File: config.mk
export PLATFORM = sky130hd
export DESIGN_NAME = ac_fan_actuator
export DESIGN_NICKNAME = d
export VERILOG_FILES = /design/src/rtl/ac_fan_actuator.sv
export SDC_FILE = /design/constraint.sdc
export NUM_CORES = 1
export LEC_CHECK = 0
export CORE_MARGIN = 2
export CORE_UTILIZATION = 35
export DETAILED_ROUTE_END_ITERATION = 8
export HOLD_SLACK_MARGIN = 0.08
export PLACE_DENSITY = 0.51
export SYNTH_ARGS = -nofsm -noshare
export SYNTH_HDL_FRONTEND = slang
export SYNTH_SLANG_ARGS = --single-unit
File: constraint.sdc
create_clock -name clk -period 2.5 [get_ports clk]
set_clock_uncertainty 0.05 [all_clocks]
set_input_delay 0.5 -clock clk [delete_from_list [all_inputs] [get_ports clk]]
set_output_delay 0.5 -clock clk [all_outputs]
set_load 0.02 [all_outputs]
File: src/rtl/ac_fan_actuator.sv
// ac_fan_actuator
//   Consumer side of the AC controller output interface. It drives the fan
//   with a soft-ramped PWM and switches the compressor on and off. The
//   compressor has switch-off hysteresis and a lockout period before it can
//   restart.
//
//   Optional feature: define AC_ACT_RUNTIME_EN to add the comp_runtime output.
//   That output is a saturating count of the cycles with comp_on high.
//
// Ports
//   clk          in   1   system clock
//   reset        in   1   asynchronous, active-high reset
//   fan_speed    in   3   commanded fan speed (0 = off, 4..7 = fastest)
//   fan_heat     in   8   commanded outlet temperature setpoint
//   temperature  in   7   measured room temperature
//   fan_pwm      out  1   registered fan PWM output
//   fan_duty     out  8   current ramped duty
//   comp_on      out  1   compressor enable (registered)
//   comp_state   out  2   00 OFF, 01 ON, 10 LOCKOUT
//   comp_runtime out  16  cycles with comp_on==1, saturating (AC_ACT_RUNTIME_EN only)
module ac_fan_actuator #(
  parameter int PWM_BITS    = 8,
  parameter int RAMP_DIV    = 16,
  parameter int RAMP_STEP   = 16,
  parameter int MIN_OFF_CYC = 64,
  parameter int HYST        = 1
) (
  input  logic                clk,
  input  logic                reset,
  input  logic [2:0]          fan_speed,
  input  logic [7:0]          fan_heat,
  input  logic [6:0]          temperature,
  output logic                fan_pwm,
  output logic [PWM_BITS-1:0] fan_duty,
  output logic                comp_on,
  output logic [1:0]          comp_state
`ifdef AC_ACT_RUNTIME_EN
  ,
  output logic [15:0]         comp_runtime
`endif
);

  localparam int DIV_W  = (RAMP_DIV > 1) ? $clog2(RAMP_DIV) : 1;
  localparam int LOCK_W = (MIN_OFF_CYC > 1) ? $clog2(MIN_OFF_CYC) : 1;

  typedef enum logic [1:0] {
    ST_OFF  = 2'b00,
    ST_ON   = 2'b01,
    ST_LOCK = 2'b10
  } comp_st_t;

  logic [DIV_W-1:0]    div_r;
  logic [PWM_BITS-1:0] duty_r, duty_next_s, target_s;
  logic [PWM_BITS-1:0] cnt_r, duty_q_r;
  logic                pwm_r;
  comp_st_t            state_r, state_next_s;
  logic [LOCK_W-1:0]   lock_r, lock_next_s;
  logic                comp_on_r;
  logic                valid_s, entry_s, exit_s;
  logic [8:0]          duty9_s, tgt9_s;

  assign fan_duty   = duty_r;
  assign fan_pwm    = pwm_r;
  assign comp_on    = comp_on_r;
  assign comp_state = state_r;

  // Target duty decoded from the commanded speed.
  always_comb begin
    target_s = 8'd0;
    case (fan_speed)
      3'd0:    target_s = 8'd0;
      3'd1:    target_s = 8'd64;
      3'd2:    target_s = 8'd128;
      3'd3:    target_s = 8'd192;
      default: target_s = 8'd255;
    endcase
  end

  // One ramp step toward the target. The step clamps to the target, so it never overshoots.
  always_comb begin
    duty9_s     = {1'b0, duty_r};
    tgt9_s      = {1'b0, target_s};
    duty_next_s = duty_r;
    if (duty9_s < tgt9_s) begin
      if ((tgt9_s - duty9_s) > 9'(RAMP_STEP)) duty_next_s = 8'(duty9_s + 9'(RAMP_STEP));
      else                                    duty_next_s = target_s;
    end else if (duty9_s > tgt9_s) begin
      if ((duty9_s - tgt9_s) > 9'(RAMP_STEP)) duty_next_s = 8'(duty9_s - 9'(RAMP_STEP));
      else                                    duty_next_s = target_s;
    end else begin
      duty_next_s = duty_r;
    end
  end

  // Ramp divider and ramped duty register.
  always_ff @(posedge clk or posedge reset) begin
    if (reset) begin
      div_r  <= '0;
      duty_r <= 8'd0;
    end else if (div_r == DIV_W'(RAMP_DIV - 1)) begin
      div_r  <= '0;
      duty_r <= duty_next_s;
    end else begin
      div_r  <= div_r + DIV_W'(1);
    end
  end

  // PWM generator. The duty is sampled only at the period boundary, so no runt pulses occur.
  always_ff @(posedge clk or posedge reset) begin
    if (reset) begin
      cnt_r    <= 8'd0;
      duty_q_r <= 8'd0;
      pwm_r    <= 1'b0;
    end else begin
      cnt_r <= cnt_r + 8'd1;
      pwm_r <= (cnt_r < duty_q_r);
      if (cnt_r == 8'd255) duty_q_r <= duty_r;
    end
  end

  // A setpoint of 128 or more is an underflowed value and does not request cooling.
  assign valid_s = (fan_heat < 8'd128) && (fan_heat != 8'd0);
  assign entry_s = (fan_speed != 3'd0) && valid_s &&
                   ({2'b00, temperature} > {1'b0, fan_heat});
  assign exit_s  = (fan_speed == 3'd0) || !valid_s ||
                   (({2'b00, temperature} + 9'(HYST)) <= {1'b0, fan_heat});

  // Compressor next-state logic and lockout countdown.
  always_comb begin
    state_next_s = state_r;
    lock_next_s  = lock_r;
    case (state_r)
      ST_OFF: begin
        if (entry_s) state_next_s = ST_ON;
        else         state_next_s = ST_OFF;
      end
      ST_ON: begin
        if (exit_s) begin
          state_next_s = ST_LOCK;
          lock_next_s  = LOCK_W'(MIN_OFF_CYC - 1);
        end else begin
          state_next_s = ST_ON;
        end
      end
      ST_LOCK: begin
        // Requests are ignored here. OFF re-evaluates them on the following cycle.
        if (lock_r == '0) state_next_s = ST_OFF;
        else              lock_next_s  = lock_r - LOCK_W'(1);
      end
      default: begin
        state_next_s = ST_OFF;
        lock_next_s  = '0;
      end
    endcase
  end

  // Compressor state, lockout counter and registered enable.
  always_ff @(posedge clk or posedge reset) begin
    if (reset) begin
      state_r   <= ST_OFF;
      lock_r    <= '0;
      comp_on_r <= 1'b0;
    end else begin
      state_r   <= state_next_s;
      lock_r    <= lock_next_s;
      comp_on_r <= (state_next_s == ST_ON);
    end
  end

`ifdef AC_ACT_RUNTIME_EN
  logic [15:0] runtime_r;
  assign comp_runtime = runtime_r;

  // Saturating compressor run-time counter. Only reset clears it.
  always_ff @(posedge clk or posedge reset) begin
    if (reset) begin
      runtime_r <= 16'd0;
    end else if (comp_on_r && (runtime_r != 16'hFFFF)) begin
      runtime_r <= runtime_r + 16'd1;
    end else begin
      runtime_r <= runtime_r;
    end
  end
`else
`endif

endmodule

* Word-level counts from Yosys, hierarchy flattened *
Index checks and enable logic that the tools add are counted.

word-level totals
  register bits = 38
  input port bits = 20
  output and inout bits = 12
  logic and storage cells = 62

cells by class
  $add $sub $neg = 8
  magnitude comparators = 8
  equal/unequal tests = 10
  muxes and demuxes = 13
  bitwise gates (word level) = 1
  reduce and logical (&&, ||, !) cells = 14

operators with widths
  operator               number
  $mux W8                4
  $pmux W8 S4            1
  $gt A9 B5 Y1 const B   2
  $pmux W6 S3            1
  $sub A8 B8 Y9          2
  $lt A8 B8 Y1           2
  $mux W6                2
  $add A7 B1 Y8 const B  1
  $add A8 B1 Y8 const B  1
  $add A8 B5 Y8 const B  1
  $eq A8 B8 Y1 const B   1
  $gt A7 B8 Y1           1
  $gt A8 B8 Y1           1
  $le A8 B8 Y1           1
  $lt A8 B8 Y1 const B   1
  $reduce_bool A8 Y1     1
  $sub A8 B5 Y8 const B  1
  $eq A3 B2 Y1 const B   2
  $logic_not A6 Y1       1
  $pmux W2 S3            1
  $sub A6 B1 Y6 const B  1
  $add A4 B1 Y4 const B  1
  $eq A2 B1 Y1 const B   2
  $eq A4 B4 Y1 const B   1
  16 further kinds       21

* Longest topological paths before layout *
Gate-level depths: netlist of run 1.

  word-level depth = 8
  gate-level depth with buffers = 12
  mapped depth without buffers = 11

* Worst setup path after synthesis of run 1 *
Ideal clock, no wire load.

  kind = input to register
  start point = input port temperature[4]
  end point = register lock_r[2]
  library setup time = 0.071 ns
  arrival time = 2.635 ns
  data required time = 2.379 ns
  slack = -0.256 ns
  stages = 12
  path buffers = 1
  path through = nand3_1 nor2_1 xor2_1 ha_1 a21o_1 a21o_1 a21oi_2 a211oi_1 a211o_1 buf_6 or4_1 nand4_1

between the ends
  cells in the longest elaborated chain, start to end = 5

ends and longest elaborated chain
  element                      RTL line  source
  from (decl)                  32        input logic [6:0] temperature,
  $add A7 B1 Y8                126       (({2'b00, temperature} + 9'(HYST)) <= {1'b0, fan_heat});
  $le A8 B8 Y1                 126
  $logic_or A1 B1 Y1           125       assign exit_s = (fan_speed == 3'd0) || !valid_s ||
  $ne A2 B2 Y1 (no line)       -
  $reduce_and A3 Y1 (no line)  -
  to (signal assigned)         165       lock_r <= lock_next_s;
  to (decl)                    57        logic [LOCK_W-1:0] lock_r, lock_next_s;

No other way between the ends.
A chain may end at the register's enable or synchronous reset.

* Worst setup path after layout of run 1 *
  start point = input port temperature[2]
  end point = register lock_r[4]

The elaborated chain is that of the path after synthesis.

==> results of run 1 <==
-- worst max-delay path by stage --
stage / start / to / slack (ns)
after floorplan: temperature[4] / lock_r[2]$_DFFE_PP0P_ / -0.18
after global placement: temperature[0] / lock_r[2]$_DFFE_PP0P_ / -0.82
after detailed placement: temperature[0] / lock_r[2]$_DFFE_PP0P_ / -0.80
after CTS: temperature[2] / lock_r[4]$_DFFE_PP0P_ / -0.03
after global routing: temperature[2] / lock_r[4]$_DFFE_PP0P_ / -0.08
final: temperature[2] / lock_r[4]$_DFFE_PP0P_ / 0.03
-- synthesized netlist by cell type, types with 2 or more instances --
cell / instances
nand2b_1: 2
buf_2: 2
buf_4: 4
ha_1: 43
nor2_1: 16
a221o_1: 2
o21ai_0: 17
a31oi_1: 3
o21a_1: 3
o21bai_1: 2
or4_1: 5
nand4_1: 11
a21o_1: 9
or3_1: 3
o31ai_1: 2
nor4_2: 2
dfrtp_1: 32
inv_1: 37
nand3b_1: 2
o211ai_2: 2
nor2b_1: 5
xnor2_1: 10
clkbuf_1: 2
a21oi_1: 12
o22ai_1: 3
nand3_1: 11
o21ai_1: 2
or2_2: 2
nor3_1: 9
a211o_1: 2
xor2_1: 9
and3_1: 5
mux2i_1: 3
nand2_1: 24
a211oi_1: 4
-- final cells by class --
cell class | count | area share
multi-input cells | 242 | 0.509
inverters | 37 | 0.0347
well taps | 102 | 0.0319
repair buffers | 93 | 0.197
clock inverters | 2 | 0.00876
clock buffers | 6 | 0.0182
flip-flops and latches | 32 | 0.200
-- power breakdown --
part	switching (W)	internal, W
Combinational	0.000766	0.000698
Sequential	0.0000448	0.000567
Clock	0.000198	0.000296
Total	0.00101	0.00156
-- sequential cells by signal, summed over array words and instances (netlist names) --
signal / flops
cnt_r: 8
lock_r: 6
duty_q_r: 5
fan_duty: 5
div_r: 4
comp_state: 2
comp_on: 1
fan_pwm: 1
-- metrics by stage --
step | total power [W] | std cells | hold slack, ns | setup slack (ns)
floorplan | 0.00138 | 319 | 0.394 | -0.179
global placement | 0.00186 | 502 | 0.412 | -0.817
detailed placement | 0.00187 | 502 | 0.421 | -0.804
CTS | 0.00241 | 512 | 0.437 | -0.0290
global route | 0.00274 | 514 | 0.454 | -0.0826
finish | 0.00257 | 514 | 0.432 | 0.0281
-- per-layer routing --
metal,part of all wire,vias up,track usage
met1,0.50,1221,0.221
met5,0,-,0
li1,-,1319,-
met3,0.031,6,0.0177
met4,0.014,0,0.0539
met2,0.46,51,0.274
-- kinds of logic (layout without fill, tap and decap cells) --
logic type,Yosys count,in the layout,share of synthesized area
simple gates,104,104,0.203
fa+ha+maj,43,43,0.193
buf+inv,46,138,0.0710
flops,32,32,0.288
compound gates,72,73,0.174
xor+xnor,19,19,0.0598
mux,3,3,0.0108
-- worst register-to-register path, delay by kind of cell, from the launching register on --
family | cells | cell delay, ns
DFF | 1 | 0.40
AOI/OAI and AO/OA | 3 | 0.64
muxes | 1 | 0.14
and+or+nand+nor | 3 | 0.55
buffers and inverters | 1 | 0.18
adders and majority gates | 1 | 0.37
-- layout by cell type, fill, tap and decap left out, types with 5 or more instances in the layout --
| cell | instances |
|---|---|
| clkbuf_8 | 5 |
| dfrtp_1 | 32 |
| inv_1 | 30 |
| nor3_1 | 9 |
| or4_1 | 5 |
| xor2_1 | 8 |
| nand3_1 | 10 |
| nor2b_1 | 5 |
| nand2_1 | 23 |
| a21o_1 | 9 |
| and3_1 | 5 |
| o21ai_0 | 14 |
| buf_4 | 61 |
| buf_6 | 5 |
| nand4_1 | 11 |
| ha_1 | 34 |
| nor2_1 | 13 |
| xnor2_1 | 9 |
| ha_4 | 8 |
| a21oi_1 | 10 |
| clkdlybuf4s50_1 | 17 |
| inv_2 | 7 |
| dlygate4sd2_1 | 5 |
-- repair_timing --
item / 4_1_cts / 5_1_grt
gates cloned: 1 / 0
setup endpoints to repair: 12 / 10
pin swaps: 25 / 23
setup buffers: 2 / 2
gates resized for setup: 64 / 25
hold endpoints to repair: 0 / 0
==> flow_summary_export.csv, run 1 <==
group,metric,value,unit
outcome,status,"finished, final reports clean",
yosys,yosys_most_used_dff,"dfrtp_1",
die,initial_utilization,0.360,
job,drv_cap,0,
routing,post-route-drc-count,0,
timing,rsz0062_at_grt,"yes",
worst_setup_path,worstReg2RegEnd,"fan_duty[7]$_DFFE_PP0P_",
clocking,insertion_delay,0.29,ns
routing,drtIter0Drc,119,
placed_design,numPortBuffers,31,
die,dieArea,8680,um^2
worst_setup_path,timing.reg2reg.setup_slack,0.07,ns
yosys,synthDominantCellAreaShare,0.288,
timing,timing.final.hold_violations,0,
worst_setup_path,worst_r2r_path_depth,9,
worst_setup_path,path_common_cell,"a21o_1",
worst_setup_path,number_of_gates_on_the_worst_path_with_buffers_counted,12,
yosys,synth_top_area_cell,"dfrtp_1",
yosys,seq_area_frac_synth,0.288,
final_layout,drive_above_1_share,0.294,
timing,setup_tns,0,ns
yosys,post_synthesis_instance_total,319,
global_routing,grt_first_pass_wirelength,11.4,mm
die,die_y,93.2,um
routing,drtAntennaViolNets,0,
pwr,power-per-cell-area,643,nW/um^2
min_path,hold_path.class,"register to register",
clocking,holdBufCountCts,0,
placed_design,dpl_cell_area,3660,um^2
yosys,ys_top_cells_by_area,"dfrtp_1 (29%), ha_1 (19%), inv_1 (5.0%)",
yosys,syn-mean-instance-area,8.73,um^2
routing,detailroute.via_count,2597,
clocking,worst_setup_hold_path_clk_slew,0.07,ns
yosys,count_of_state_elements_after_synthesis,32,
clocking,cts_bufs_inserted,5,
die,design.portCount,32,
timing,timing.fmax,405,MHz
worst_setup_path,cp.buffers_inverters,1,
timing,post-route-min-period,2.47,ns
routing,routedWlPerCell,13.4,um
min_path,worst_hold_path.num_cells,2,
global_routing,grt_pass1_vias,2548,
clocking,tritoncts_clock_tree,"built",
final_layout,antenna-diode-count,0,
final_layout,nNetsFinal,474,
timing,worst-slew-pin-transition,0.477,ns
worst_setup_path,timing_worst_setup_path_type,"primary input to register",
pwr,total_leakage_power,1.88,nW
clocking,cts_max_level,2,
final_layout,syn_to_final_growth,43.6,%
final_layout,multi_input_area,2040,um^2
global_routing,maximum_number_of_pins_on_one_net_before_global_route_repair,33,
worst_setup_path,arrival,2.65,ns
final_layout,layout.area.seq,801,um^2
global_routing,initial_antenna_violation_count,0,
yosys,synth-edff-count,0,
min_path,hp-start,"duty_q_r[7]$_DFFE_PP0N_",
worst_setup_path,crit_fanout,5,
worst_setup_path,slowest_stage,"or4_1",
timing,timing.final.crit_share,0.989,
routing,route.detailed.vias_per_inst,5.05,
worst_setup_path,crit_required,2.67,ns
timing,slew_violations,0,
die,placeableCoreArea,7730,um^2
routing,totalWireLength,6.90,mm
worst_setup_path,worst_setup_path_end_kind,"register",
pwr,worst_case_vdd_ir_drop,325,uV
timing,relative_slew_slack,0.679,
routing,dr.pass1.iters,4,
final_layout,stdcell_area,4000,um^2
clocking,number_of_sinks_on_the_clock_net,32,
worst_setup_path,worst_setup_path_start_kind,"primary input",
worst_setup_path,worst_r2r_start,"fan_duty[2]$_DFFE_PP0P_",
yosys,async_reset_ff_frac,1.00,
placed_design,place.detailed.hpwl,5.23,mm
min_path,worst_hold_path.endpoint,"duty_q_r[7]$_DFFE_PP0N_",
yosys,synth_cell_types,52,
yosys,syn_nets,382,
global_routing,globalRoute.totalOverflow,0,
die,die_width,93.2,um
worst_setup_path,crit_chain,"buf_8 -> nand3_4 -> nor2_4 -> xor2_2 -> ha_4 -> a21o_1 -> a21o_1 -> a21oi_2 -> a211oi_2 -> a211o_1 -> or4_1 -> nand4_1",
clocking,cts_root_buffer,"clkbuf_8",
worst_setup_path,top_family_by_delay_on_critical_path,"compound AO/OA/AOI/OAI gates",
die,rows,32,
final_layout,nFillCells,742,
clocking,clock_path_buffers,2,
timing,final-setup-viol-count,0,
placed_design,finalWeightedCongestion,0.865,
yosys,syn-cell-area,2780,um^2
yosys,yosys_warnings,0,
global_routing,gr-usage-all-layers,0.164,
final_layout,finish.utilization,0.517,
worst_setup_path,critical_path.max_stage_delay,0.48,ns
(Power assumes the default switching activity.)
==> inputs of run 2 (changes only) <==
HOLD_SLACK_MARGIN = 0.03   (was 0.08)
==> results of run 2 <==
No change in the layout: final DEF, timing and power equal those of run 1.
==> RTL change 1, RTL diff (flow settings as in run 2) <==
Set the parameter `RAMP_DIV` to 8 (it was 16).
--- a/src/rtl/ac_fan_actuator.sv
+++ b/src/rtl/ac_fan_actuator.sv
@@ -21,5 +21,5 @@
 module ac_fan_actuator #(
   parameter int PWM_BITS    = 8,
-  parameter int RAMP_DIV    = 16,
+  parameter int RAMP_DIV    = 8,
   parameter int RAMP_STEP   = 16,
   parameter int MIN_OFF_CYC = 64,
Formal check against the unedited RTL: not equivalent (a bounded check fails within 10 cycles, from zero or initial values and one cycle with reset high).
==> RTL change 1 against run 2 <==
  * Global-route usage rose by 0.45 points
  * Area after synthesis rose by 4.1%
  * Critical path type unchanged
  * Setup slack improved by 0.041 ns
  * Hold slack got worse by 0.054 ns
  * Power rose by 25%
  * Wire length rose by 8.0%
  * Design area rose by 3.2%
  * Sequential cell count fell by 1
==> RTL change 1: results (changes against run 2) <==
status: "completed"
netlist_top_cells_area: "dfrtp_1 27%, ha_1 19%, inv_1 4.1%"
ir_drop_mv: 0.355  # +9.3%
nNetsFinal: 487  # +2.7%
p_leak_nw: 1.91  # +1.6%
cpPeakStageDelay_ns: 0.34  # -0.14 ns
grt_max_degree: 32  # -3.0%
netlist_top_cells_count: "44 x ha_1, 32 x inv_1, 31 x dfrtp_1"
r2r_setup_slack_ns: 0.12  # +0.05 ns
n_fill_cell: 758  # +2.2%
reg2regPathDepth: 10  # +1
crit_path_max_fanout: 7  # +2
drtIter0Drc: 52  # -56%
dr_wl_met3_um: 242  # +13%
whs_path_depth: 1  # -1
vias_per_cell: 5.11  # +1.1%
slew_headroom: 0.620  # -0.0595
wirelength_um: 7450  # +8.0%
cp_slowest_cell: "a211o_1"
ys_seq_area_frac: 0.268  # -0.0199
syn_nets: 390  # +2.1%
synth_cell_types: 56  # +7.7%
grt_pass1_wl_um: 11900  # +4.3%
wl_met1_um: 3370  # -1.4%
groute.usage.overall: 0.168  # +0.00450
drive_above_1_share: 0.309  # +0.0153
## RTL change 1: cell types whose count changed in the layout (fill, tap and decap cells not counted), sizes merged, moves of 4 or more
cell and delta:
a2bb2oi +4, a31oi +4, and3 -4, clkbuf +4
inv -5, nand4 -8, nor2b +5, o21a +4
o31ai +4, or4 -5
## RTL change 1: through the flow
step                setup slack, ns  area (um^2)  std cells  hold slack, ns
global route               -0.00324         4130        529           0.406
finish                       0.0689         4130        529           0.379
global placement             -0.651         3750        513           0.365
CTS                          0.0110         4000        525           0.381
floorplan                   0.00448         2920        326           0.353
detailed placement           -0.663         3750        513           0.370
## RTL change 1: timing repair
action,CTS,global route
hold endpoints to repair,0,0
resized for setup,36,37
buffers inserted,4,4
setup endpoints to repair,14,12
pin swaps,16,16
## RTL change 1: final timing paths
kind                                           end                    start
min reg2reg                     div_r[0]$_DFF_PP0_       div_r[0]$_DFF_PP0_
max in group asynchronous  duty_q_r[3]$_DFFE_PP0N_                    reset
max reg2reg                fan_duty[4]$_DFFE_PP0P_  fan_duty[5]$_DFFE_PP0P_
min in group asynchronous        fan_pwm$_DFF_PP0_                    reset
min                             div_r[0]$_DFF_PP0_       div_r[0]$_DFF_PP0_
max                        fan_duty[2]$_DFFE_PP0P_             fan_speed[1]
## RTL change 1: area by class of cell
cell class                 count  share of cell area
timing repair buffer         100               0.195
multi-input combinational    253               0.526
clock buffer                   6              0.0200
inverter                      32              0.0303
sequential                    31               0.188
tap                          105              0.0318
clock inverter                 2             0.00849
## RTL change 1: cell families (layout without fill, tap and decap cells)
kind of cell,count (synthesis),after routing,synth area share
simple gates,97,97,0.179
compound gates,92,92,0.239
fa+ha+maj,44,44,0.190
buf+inv,42,140,0.0613
flops,31,31,0.268
xor+xnor,15,15,0.0453
mux,5,5,0.0173
## RTL change 1: worst register-to-register path, stage by stage, from the launching register on
cell and delay, ns:
dfrtp_1 0.41, ha_1 0.33, buf_4 0.18, a211o_1 0.31, a21oi_2 0.20, a211oi_2 0.11
o21ai_1 0.15, o22ai_2 0.10, buf_4 0.15, a211oi_1 0.22, a21oi_1 0.06
## RTL change 1: metal layers
layer,vias up,track usage
li1,1375,-
met1,1268,0.210
met2,50,0.300
met3,8,0.0271
met4,0,0.0435
met5,-,0
## RTL change 1: where the power goes
group	internal, mW	switching [mW]	total (mW)
clock	0.323	0.206	0.529
combinational	1.01	1.04	2.05
sequential	0.567	0.0609	0.628
total	1.90	1.31	3.21
==> RTL change 2, RTL diff (settings of run 2) <==
Made on the original files. The output `fan_pwm` loses its register stage (`pwm_r` becomes a continuous assignment).
--- a/src/rtl/ac_fan_actuator.sv
+++ b/src/rtl/ac_fan_actuator.sv
@@ -111,11 +111,11 @@
       cnt_r    <= 8'd0;
       duty_q_r <= 8'd0;
-      pwm_r    <= 1'b0;
     end else begin
       cnt_r <= cnt_r + 8'd1;
-      pwm_r <= (cnt_r < duty_q_r);
       if (cnt_r == 8'd255) duty_q_r <= duty_r;
     end
   end
+
+  assign pwm_r = (cnt_r < duty_q_r);
 
   // A setpoint of 128 or more is an underflowed value and does not request cooling.
Function: no difference found for any inputs over 10 cycles, from zero or initial values and one cycle with reset high; that may be too few to reach the edited logic, so the function may still have changed.
==> RTL change 2 against run 2 <==
  * Highest routed layer unchanged
  * The run now ends with setup timing left
  * Largest power group unchanged
  * Power down 4.4%
  * Wire length is 0.78% lower
  * Design area rose by 1.3%
  * Area after synthesis fell by 0.90%
  * Setup slack worse by 0.043 ns
  * Sequential cell count is 1 lower
  * Register-to-register slack improved by 0.03 ns
  * Core utilization grew 0.94 points
==> RTL change 2: results (changes against run 2) <==
setup_slack_ns: -0.0153  # -0.0435 ns
violations: "setup timing"
ir_drop_mv: 0.524  # +61%
cp_slowest_cell: "or3_4"
synth_cells: 318  # -0.31%
synth.area.mux_share: 0.0109  # +0.0000978
gp_routability_congestion: 0.824  # -4.8%
whs_ns: 0.429  # -0.00360 ns
wirelength_um: 6850  # -0.78%
nNetsFinal: 481  # +1.5%
netlist_top_cells_count: "43 x ha_1, 37 x inv_1, 31 x dfrtp_1"
slew_headroom: 0.746  # +0.0665
r2r_start: "fan_duty[5]$_DFFE_PP0P_"
r2r_setup_slack_ns: 0.10  # +0.03 ns
place_area_mm2: 0.00366  # about the same
crit_path_max_fanout: 6  # +1
vias_per_cell: 4.93  # -2.5%
synthAdderAreaFrac: 0.195  # +0.00175
grt_pass1_wl_um: 11600  # +1.6%
clock_latency_ns: 0.28
status: "finished, violations left"
internal_power_mw: 1.49  # -4.8%
post-place-ws_ns: -0.850  # -0.0464 ns
groute.usage.overall: 0.167  # +0.00302
setup_viol: 3  # +3
grt_pass1_vias: 2533  # -0.59%
whs_path_depth: 1  # -1
cts-root-buf: "clkbuf_8"
p_leak_nw: 1.89  # +0.67%
ys_seq_area_frac: 0.281  # -0.00646
drtIter0Drc: 55  # -54%
min_path_type: "reg2reg"
setup_tns_ns: -0.0370  # -0.0370 ns
grt_max_degree: 32  # -3.0%
netlist_top_cells_area: "dfrtp_1 28%, ha_1 20%, inv_1 5.0%"
hpwl_um: 5300  # +1.3%
wl_per_cell_um: 13.1  # -2.1%
whs_endpoint: "div_r[3]$_DFF_PP0_"
synth-compound-area-share: 0.176  # +0.00158
worstReg2RegEnd: "fan_duty[4]$_DFFE_PP0P_"
syn_nets: 381  # -0.26%
cpPeakStageDelay_ns: 0.34  # -0.14 ns
worstHoldStart: "div_r[3]$_DFF_PP0_"
dpl.cell_count: 504  # +0.40%
cts_max_level: 2  # unchanged
drive_above_1_share: 0.329  # +0.0357
synth_xor_area_frac: 0.0603  # +0.000542
first_pass_iters: 5  # +1
[RTL change 2: worst max-delay path by stage]
stage | start | endpoint | slack [ns] | cells past startpoint
finish | temperature[2] | lock_r[3]$_DFFE_PP0P_ | -0.02 | 13
global route | temperature[2] | lock_r[3]$_DFFE_PP0P_ | -0.12 | 12
CTS | temperature[2] | lock_r[3]$_DFFE_PP0P_ | -0.05 | 12
detailed placement | temperature[0] | lock_r[2]$_DFFE_PP0P_ | -0.85 | 12
global placement | temperature[0] | lock_r[2]$_DFFE_PP0P_ | -0.80 | 12
floorplan | temperature[4] | lock_r[2]$_DFFE_PP0P_ | -0.18 | 12
[RTL change 2: power by group through the flow]
stage / clock network (mW) / logic (mW) / registers, mW
finish: 0.367 / 1.49 / 0.603
global route: 0.407 / 1.63 / 0.612
CTS: 0.392 / 1.37 / 0.601
floorplan: 0 / 0.709 / 0.650
detailed placement: 0 / 1.23 / 0.603
global placement: 0 / 1.22 / 0.605
[RTL change 2: per-layer routing]
| layer | GRT usage | vias to the layer above | share of wire |
|---|---|---|---|
| li1 | - | 1327 | - |
| met1 | 0.225 | 1197 | 0.48 |
| met3 | 0.0179 | 6 | 0.025 |
| met4 | 0.0441 | 0 | 0.0095 |
| met2 | 0.283 | 37 | 0.48 |
| met5 | 0 | - | 0 |
[RTL change 2: cell type report]
type                       count  area [um^2]
sequential                    31          777
tap                          102          128
clock buffer                   7         76.3
inverter                      37          141
clock inverter                 1         5.00
multi-input combinational    241         2070
fill                         771         3640
timing repair buffer         102          853
[RTL change 2: what timing repair did]
action,CTS,global route
endpoints found under the setup margin,13,12
pin swaps,29,28
setup buffers,5,4
gates resized for setup,78,29
endpoints found under the hold margin,0,0
